===== config.mk =====
export PLATFORM = sky130hd
export DESIGN_NAME = wb_gpio_irq
export DESIGN_NICKNAME = d
export VERILOG_FILES = /design/src/rtl/wb_gpio_irq_pkg.sv /design/src/rtl/gpio_sync.sv /design/src/rtl/wb_gpio_irq.sv
export SDC_FILE = /design/constraint.sdc
export NUM_CORES = 1
export LEC_CHECK = 0
export ABC_AREA = 0
export BUFFER_PORTS_ARGS = -buffer_cell sky130_fd_sc_hd__buf_2
export CORE_MARGIN = 4
export CORE_UTILIZATION = 30
export CTS_CLUSTER_SIZE = 10
export DETAILED_ROUTE_END_ITERATION = 10
export PLACE_DENSITY = 0.5
export SYNTH_ARGS = -nofsm -noshare
export SYNTH_HDL_FRONTEND = slang
export SYNTH_SLANG_ARGS = --single-unit

===== constraint.sdc =====
create_clock -name wb_clk -period 8.1 [get_ports wb_clk]
set_input_delay 0.405 -clock wb_clk [delete_from_list [all_inputs] [get_ports wb_clk]]
set_output_delay 0.405 -clock wb_clk [all_outputs]
set_load 0.02 [all_outputs]

===== src/rtl/wb_gpio_irq_pkg.sv =====
// Shared constants and types for the GPIO input interrupt controller.
package wb_gpio_irq_pkg;

   // Word index on wb_adr_i[4:2]
   localparam logic [2:0] REG_IN     = 3'd0;
   localparam logic [2:0] REG_MASK   = 3'd1;
   localparam logic [2:0] REG_RISE   = 3'd2;
   localparam logic [2:0] REG_FALL   = 3'd3;
   localparam logic [2:0] REG_STATUS = 3'd4;

   // Cycles the input pipeline needs after reset before its history is trustworthy
   localparam int PRIME_CYCLES = 2;

   typedef enum logic {
      BUS_IDLE = 1'b0,
      BUS_ACK  = 1'b1
   } bus_state_t;

endpackage


===== src/rtl/gpio_sync.sv =====
// Parameterised-width two-flop synchroniser for asynchronous pin inputs.
module gpio_sync #(
   parameter int width = 1
) (
   input  logic             clk_sys,
   input  logic             rst,
   input  logic [width-1:0] d_i,
   output logic [width-1:0] q_o
);

   logic [width-1:0] s1_q, s1_d;
   logic [width-1:0] s2_q, s2_d;

   // Next value of each synchroniser stage
   always_comb begin
      s1_d = d_i;
      s2_d = s1_q;
   end

   // Synchroniser stages, cleared asynchronously
   always_ff @(posedge clk_sys or posedge rst) begin
      if (rst) begin
         s1_q <= '0;
         s2_q <= '0;
      end else begin
         s1_q <= s1_d;
         s2_q <= s2_d;
      end
   end

   assign q_o = s2_q;

endmodule


===== src/rtl/wb_gpio_irq.sv =====
// Wishbone GPIO input interrupt controller: synchronises pins, latches
// enabled rising/falling edges into a W1C status register and drives a
// masked level interrupt.
//
// Bus state table:
//   state    | meaning
//   BUS_IDLE | no ack pending; a cyc&stb request commits on the next edge
//   BUS_ACK  | wb_ack_o high for this cycle; the next edge always returns to idle
module wb_gpio_irq
   import wb_gpio_irq_pkg::*;
#(
   parameter int n_bits = 32
) (
   input  logic              wb_clk,
   input  logic              wb_rst,
   input  logic [4:2]        wb_adr_i,
   input  logic [n_bits-1:0] wb_dat_i,
   input  logic              wb_we_i,
   input  logic              wb_cyc_i,
   input  logic              wb_stb_i,
   input  logic [2:0]        wb_cti_i,
   input  logic [1:0]        wb_bte_i,
   output logic [n_bits-1:0] wb_dat_o,
   output logic              wb_ack_o,
   output logic              wb_err_o,
   output logic              wb_rty_o,
   input  logic [n_bits-1:0] gpio_i,
   output logic              irq_o
);

   localparam logic [1:0] PRIME_DONE = 2'(PRIME_CYCLES);

   bus_state_t        state_q, state_d;
   logic [n_bits-1:0] dat_q, dat_d;
   logic [n_bits-1:0] mask_q, mask_d;
   logic [n_bits-1:0] rise_en_q, rise_en_d;
   logic [n_bits-1:0] fall_en_q, fall_en_d;
   logic [n_bits-1:0] status_q, status_d;
   logic [n_bits-1:0] s3_q, s3_d;
   logic [1:0]        prime_q, prime_d;
   logic              primed_q, primed_d;
   logic              irq_q, irq_d;

   logic [n_bits-1:0] s2;
   logic              commit;
   logic              wr_commit;
   logic [n_bits-1:0] rd_mux;
   logic [n_bits-1:0] clr;
   logic [n_bits-1:0] rise_edge;
   logic [n_bits-1:0] fall_edge;
   logic [n_bits-1:0] hit;

   // Burst hints carry no meaning for single-word registers
   logic unused_bus_hints;
   assign unused_bus_hints = ^{wb_cti_i, wb_bte_i};

   gpio_sync #(
      .width (n_bits)
   ) u_sync (
      .clk_sys (wb_clk),
      .rst     (wb_rst),
      .d_i     (gpio_i),
      .q_o     (s2)
   );

   // Ack handshake: one ack per request, never two in consecutive cycles
   always_comb begin
      state_d = state_q;
      commit  = 1'b0;
      case (state_q)
         BUS_IDLE: begin
            if (wb_cyc_i && wb_stb_i) begin
               state_d = BUS_ACK;
               commit  = 1'b1;
            end
         end
         BUS_ACK: state_d = BUS_IDLE;
         default: state_d = BUS_IDLE;
      endcase
      wr_commit = commit & wb_we_i;
   end

   // Read-data mux, sampled only on the edge the ack rises
   always_comb begin
      rd_mux = '0;
      case (wb_adr_i)
         REG_IN:     rd_mux = s2;
         REG_MASK:   rd_mux = mask_q;
         REG_RISE:   rd_mux = rise_en_q;
         REG_FALL:   rd_mux = fall_en_q;
         REG_STATUS: rd_mux = status_q;
         default:    rd_mux = '0;
      endcase
      dat_d = commit ? rd_mux : dat_q;
   end

   // Configuration register writes and the status clear vector
   always_comb begin
      mask_d    = mask_q;
      rise_en_d = rise_en_q;
      fall_en_d = fall_en_q;
      clr       = '0;
      if (wr_commit) begin
         case (wb_adr_i)
            REG_MASK:   mask_d    = wb_dat_i;
            REG_RISE:   rise_en_d = wb_dat_i;
            REG_FALL:   fall_en_d = wb_dat_i;
            REG_STATUS: clr       = wb_dat_i;
            default:    clr       = '0;
         endcase
      end
   end

   // Edge detection, priming, status latch and interrupt level
   always_comb begin
      s3_d      = s2;
      rise_edge = s2 & ~s3_q;
      fall_edge = ~s2 & s3_q;
      // The enable is registered one cycle behind the counter so that the
      // first edge evaluated already compares s2 against a real copy of it;
      // a pin held high through reset then never looks like a rising edge.
      hit       = primed_q ? ((rise_edge & rise_en_q) | (fall_edge & fall_en_q)) : '0;
      // A new edge wins over a clear of the same bit
      status_d  = (status_q & ~clr) | hit;
      irq_d     = |(status_q & mask_q);
      prime_d   = (prime_q == PRIME_DONE) ? prime_q : prime_q + 2'd1;
      primed_d  = (prime_q == PRIME_DONE);
   end

   // All state, cleared asynchronously by wb_rst
   always_ff @(posedge wb_clk or posedge wb_rst) begin
      if (wb_rst) begin
         state_q   <= BUS_IDLE;
         dat_q     <= '0;
         mask_q    <= '0;
         rise_en_q <= '0;
         fall_en_q <= '0;
         status_q  <= '0;
         s3_q      <= '0;
         prime_q   <= '0;
         primed_q  <= 1'b0;
         irq_q     <= 1'b0;
      end else begin
         state_q   <= state_d;
         dat_q     <= dat_d;
         mask_q    <= mask_d;
         rise_en_q <= rise_en_d;
         fall_en_q <= fall_en_d;
         status_q  <= status_d;
         s3_q      <= s3_d;
         prime_q   <= prime_d;
         primed_q  <= primed_d;
         irq_q     <= irq_d;
      end
   end

   assign wb_ack_o = (state_q == BUS_ACK);
   assign wb_dat_o = dat_q;
   assign wb_err_o = 1'b0;
   assign wb_rty_o = 1'b0;
   assign irq_o    = irq_q;

endmodule


======== Word level (Yosys, flattened, before mapping) ========
Index checks and enable logic that the tools add are counted.
word-level totals
  flip-flop bits (word level) ............. 261
  input port bits ......................... 77
  output and inout port bits .............. 36
  logic and storage cells ................. 44
operators by class
  add/subtract/negate cells ............... 1
  equal/unequal tests ..................... 5
  muxes and demuxes ....................... 7
  bitwise gates (word level) .............. 13
  reductions and logical operators ........ 6
operator list
  cell                                                  count
  AND 32 bit                                            6
  one-hot mux 32 bit (5 select lines)                   1
  two-way mux 32 bit                                    3
  NOT 32 bit                                            3
  OR 32 bit                                             2
  OR reduction 32 bit                                   1
  equality test 3 x 2 -> 1 bit (second input constant)  2
  AND reduction 2 bit                                   3
  equality test 3 x 1 -> 1 bit (second input constant)  1
  equality test 3 bit (second input constant)           1
  zero test 3 bit                                       1
  adder 2 x 1 -> 2 bit (second input constant)          1
  equality test 2 bit (second input constant)           1
  two-way mux 1 bit                                     2
  one-hot mux 1 bit (2 select lines)                    1
  AND 1 bit                                             1
  logical AND 1 bit                                     1
  NOT 1 bit                                             1

======== Depth between registers and ports, before layout ========
  depth after elaboration ................. 8
  gate-level depth with buffers ........... 7
  depth with buffers taken out ............ 5

======== Cells and area by module ========
A second synthesis with hierarchy kept.
unflattened totals
  cells, all modules ...................... 848
  area total of the unflattened synthesis .. 11375.9 um2
modules (own cells, without submodules)
  module       instances  cells each  area an instance (um2)  seq. area each (um2)
  wb_gpio_irq  1          783         9770.6                  4929.7
  gpio_sync    1          65          1605.3                  1601.5

======== Least setup slack after synthesis ========
No wires, ideal clock.
  path kind ............................... reg2reg
  start ................................... reg state_q (netlist: wb_ack_o)
  end ..................................... reg rise_en_q[11]
  library setup time ...................... 125 ps
  arrival time ............................ 1670 ps
  required time ........................... 7975 ps
  slack ................................... 6305 ps
  cell stages (with the launch flop) ...... 7
  path buffers ............................ 1
  clock period less this slack ............ 1795 ps
  path through ............................ dfrtp_1 -> nand3b_4 -> inv_2 -> nand3_2 -> nor3b_4 -> buf_6 -> mux2_2
between the ends
  longest elaborated chain between the ends .. 3
ends and longest elaborated chain
  what                                  RTL line            source
  from (decl)                           wb_gpio_irq.sv:33   bus_state_t state_q, state_d;
  from (signal assigned)                wb_gpio_irq.sv:144  state_q <= state_d;
  two-way mux 1 bit                     wb_gpio_irq.sv:70   case (state_q)
  named net commit                      wb_gpio_irq.sv:45   logic commit;
  AND 1 bit                             wb_gpio_irq.sv:80   wr_commit = commit & wb_we_i;
  AND reduction 2 bit (no source line)  --
  to (signal assigned)                  wb_gpio_irq.sv:147  rise_en_q <= rise_en_d;
  to (decl)                             wb_gpio_irq.sv:36   logic [n_bits-1:0] rise_en_q, rise_en_d;
The timed path passes the listed nets, and every way through them passes these cells.
A chain may end at the register's enable or synchronous reset.

======== Worst setup path in the final report ========
  start ................................... reg state_q (netlist: wb_ack_o)
  end ..................................... reg rise_en_q[21]
Same word-level chain as after synthesis.

==> metrics.md <==
| Metric | Value |
|---|---|
| Outcome | `finished clean` |
| Vias post-DR | `6806` |
| Req. time, crit path | `8520 ps` |
| CTS buffer count | `31` |
| Pwr Density | `259 nW/µm²` |
| Layout cells sized above 1 | `30.6%` |
| Crit path buf inv count | `2` |
| Max Clock Skew | `9.74 ps` |
| Drt drc | `0` |
| Die X | `194 µm` |
| WL/cell | `20.8 µm` |
| Chip Height | `194 µm` |
| First-pass GRT wire length | `44.7 mm` |
| Fmax | `325 MHz` |
| Placed insts | `1288` |
| # rows | `67` |
| Worst-margin pin slew | `1090 ps` |
| Worst hold path type | `input pin to asynchronous set/reset pin` |
| WL met1 | `13.4 mm` |
| Most numerous cell in the Yosys netlist | `dfrtp_1` |
| Period utilization | `38.0%` |
| Die area | `37600 µm²` |
| Iteration-0 DRC Markers | `344` |
| Clk_lat worst skew | `540 ps` |
| Pin count of the biggest net entering global routing | `135` |
| RSZ-0062 raised after global routing | `no` |
| Total chip power | `3.24 mW` |
| Ys flop type | `dfrtp_1` |
| Final HPWL DP | `16.9 mm` |
| Grt total ovfl | `0` |
| Cell variety after synth | `32` |
| Setup TNS | `0 ps` |
| Overall routing resource usage | `14.9%` |
| Starting Density | `30.7%` |
| Synth top cells by count | `261 x dfrtp_1, 116 x mux2_2, 78 x a22oi_1, 66 x nand2_1, 64 x o21ai_0` |
| Final net count | `983` |
| Max VDD drop | `150 µV` |
| Max-Slew Margin vs Limit | `27.3%` |
| Gpl congestion | `0.731` |
| Worst-path maximum fanout | `33` |
| Yosys warns | `0` |
| Setup crit end kind | `register` |
| Num ports | `113` |
| Post-DRT Antenna Nets | `0` |
| Synth Instances | `768` |
| Final WL | `28.4 mm` |
| Fin crit period | `3080 ps` |
| Final Hold Fails | `0` |
| Post-synth top area share | `63.0%` |
| Number of I/O port buffers | `105` |
| Core Box Area | `33800 µm²` |
| Number of gates resized after CTS | `0` |
| Mapped cell area | `10400 µm²` |
| Max layer used | `met5` |
| Crit path cell chain | `nand3b_4 -> inv_2 -> nand3_2 -> nor3b_4 -> buf_4 -> mux2_2` |
| CTS HTree Levels | `1` |
| Setup WS post-layout | `5020 ps` |
| Slowest stage cell, crit path | `nand3b_4` |
| Slew Limit Fails | `0` |
| CTS Sinks | `261` |
| Setup-failing EPs final | `0` |
| Min Hold Slack | `67.0 ps` |
| Non-Filler Instances | `1364` |
| Maxcap violations | `0` |
| Syn_area_per_cell | `13.5 µm²` |
| Critical Path Source Type | `register` |
| Max clock buf depth | `3` |
| Fillers | `3245` |
| Met2 wire len | `12.9 mm` |
| CP arrival | `3500 ps` |
| FFs w/ async S/R, synth | `100%` |
| Clock-pin slew on the worst setup and hold paths | `50 ps` |
| Sequential fraction of the synthesis area | `63.0%` |
| Worst path top cell family by delay | `simple AND/OR/NAND/NOR gates` |
| Area contributors post-synth | `dfrtp_1 63%, mux2_2 13%, a22oi_1 5.7%, a22o_1 5.3%, o21ai_0 3.1%` |
| CTS tree | `done` |
| DP Worst Slack | `4920 ps` |
| Vias in the first global route | `7174` |
| Area leader, netlist | `dfrtp_1` |
| Max incr delay on CP | `550 ps` |
| Pleak | `5.52 nW` |
| WL met3 | `1.69 mm` |
| CP Class | `register to register` |
| Area Overhead vs Synth | `20.9%` |
| EDFF count, synth | `0` |
| First-pass iteration count of the detailed router | `5` |
| Initial antenna violation count | `4` |
| Vias/cell | `4.99` |
| CTS root buffer | `clkbuf_16` |
| Yosys reg bits | `261` |
-- layout make-up --
cell class | count | area (µm²) | share of cell area (%)
inverter | 4 | 22.5 | 0.180
antenna | 2 | 5.00 | 0.0399
clock buffer | 41 | 843 | 6.73
timing repair buffer | 147 | 921 | 7.35
clock inverter | 1 | 8.76 | 0.0699
tap | 448 | 561 | 4.47
multi-input combinational | 460 | 3630 | 29.0
sequential | 261 | 6530 | 52.1
-- state kept, by name (all words and copies together) (netlist names) --
signal       flops
rise_en_q       32
fall_en_q       32
u_sync.q_o      32
u_sync.s1_q     32
mask_q          32
irq_o            1
s3_q            32
status_q        32
wb_ack_o         1
prime_q          2
wb_dat_o        32
primed_q         1
-- worst paths after layout --
kind / startpoint / endpoint / slack (ps) / cells past startpoint
min in group wb_clk: wb_dat_i[0] / rise_en_q[0] / 140 / 2
hold / removal: wb_rst / u_sync.s1_q[7] / 70 / 2
setup / recovery: wb_ack_o / rise_en_q[21] / 5020 / 6
setup reg to reg: wb_ack_o / rise_en_q[21] / 5020 / 6
max in group asynchronous: wb_rst / mask_q[27] / 6450 / 3
hold reg to reg: u_sync.s1_q[28] / u_sync.q_o[28] / 340 / 0
-- through the flow --
stage	area [µm²]	util [%]
floorplan	10400	-
global placement	11400	33.6
detailed placement	11400	33.6
CTS	12500	37.1
global route	12500	37.1
finish	12500	37.1
-- cell families (layout without fill, tap and decap cells) --
group / count (synthesis) / count (layout) / share of synthesized area (%)
AO/OA/AOI/OAI: 210 / 210 / 14.3
XOR/XNOR: 1 / 1 / 0.0846
adder cells (fa/ha/maj): 1 / 1 / 0.121
buffers and inverters: 48 / 193 / 2.31
flip-flops: 261 / 261 / 63.0
multiplexers: 128 / 128 / 13.9
other: 1 / 4 / 0.0362
AND/OR/NAND/NOR: 118 / 118 / 6.20
-- what timing repair did --
item	4_1_cts	5_1_grt
hold endpoints to repair	32	0
hold buffers	32	0
buffers inserted	0	0
-- where the power goes --
part	total, mW	leakage (nW)	internal (mW)	switching [mW]
combinational	0.423	1.97	0.215	0.208
clock	1.21	0.416	0.710	0.502
sequential	1.60	3.14	1.47	0.130
-- worst reg2reg max path, cell delays in order, from the launching register on --
cell and delay [ps]:
dfrtp_1 410, nand3b_4 550, inv_2 360, nand3_2 200, nor3b_4 510, buf_4 520, mux2_2 410
-- cells in the final DEF (no fill, tap or decap), types with 2 or more instances in the layout --
| cell | Yosys | routed |
|---|---|---|
| dfrtp_1 | 261 | 260 |
| mux2_2 | 116 | 116 |
| buf_2 | 14 | 105 |
| a22oi_1 | 78 | 78 |
| nand2_1 | 66 | 66 |
| a22o_1 | 63 | 63 |
| o21ai_0 | 64 | 63 |
| nand3b_1 | 34 | 34 |
| dlygate4sd3_1 | 0 | 32 |
| clkbuf_16 | 0 | 31 |
| mux2_1 | 11 | 11 |
| buf_4 | 5 | 10 |
| clkbuf_1 | 21 | 7 |
| nand4_1 | 4 | 4 |
| nor2_4 | 0 | 3 |
| a21oi_1 | 3 | 3 |
| clkbuf_8 | 0 | 3 |
| diode_2 | 0 | 2 |
| inv_1 | 3 | 2 |
| nor2_2 | 2 | 2 |
| nor3b_4 | 1 | 2 |
| o21ai_1 | 2 | 2 |
| conb_1 | 1 | 2 |
-- per-layer routing --
layer	vias to the layer above	GRT usage, %
met4	4	2.99
met1	3496	21.1
met5	-	0
li1	3121	-
met3	42	3.65
met2	143	23.5
No activity file was read; power rests on OpenSTA's default activity.
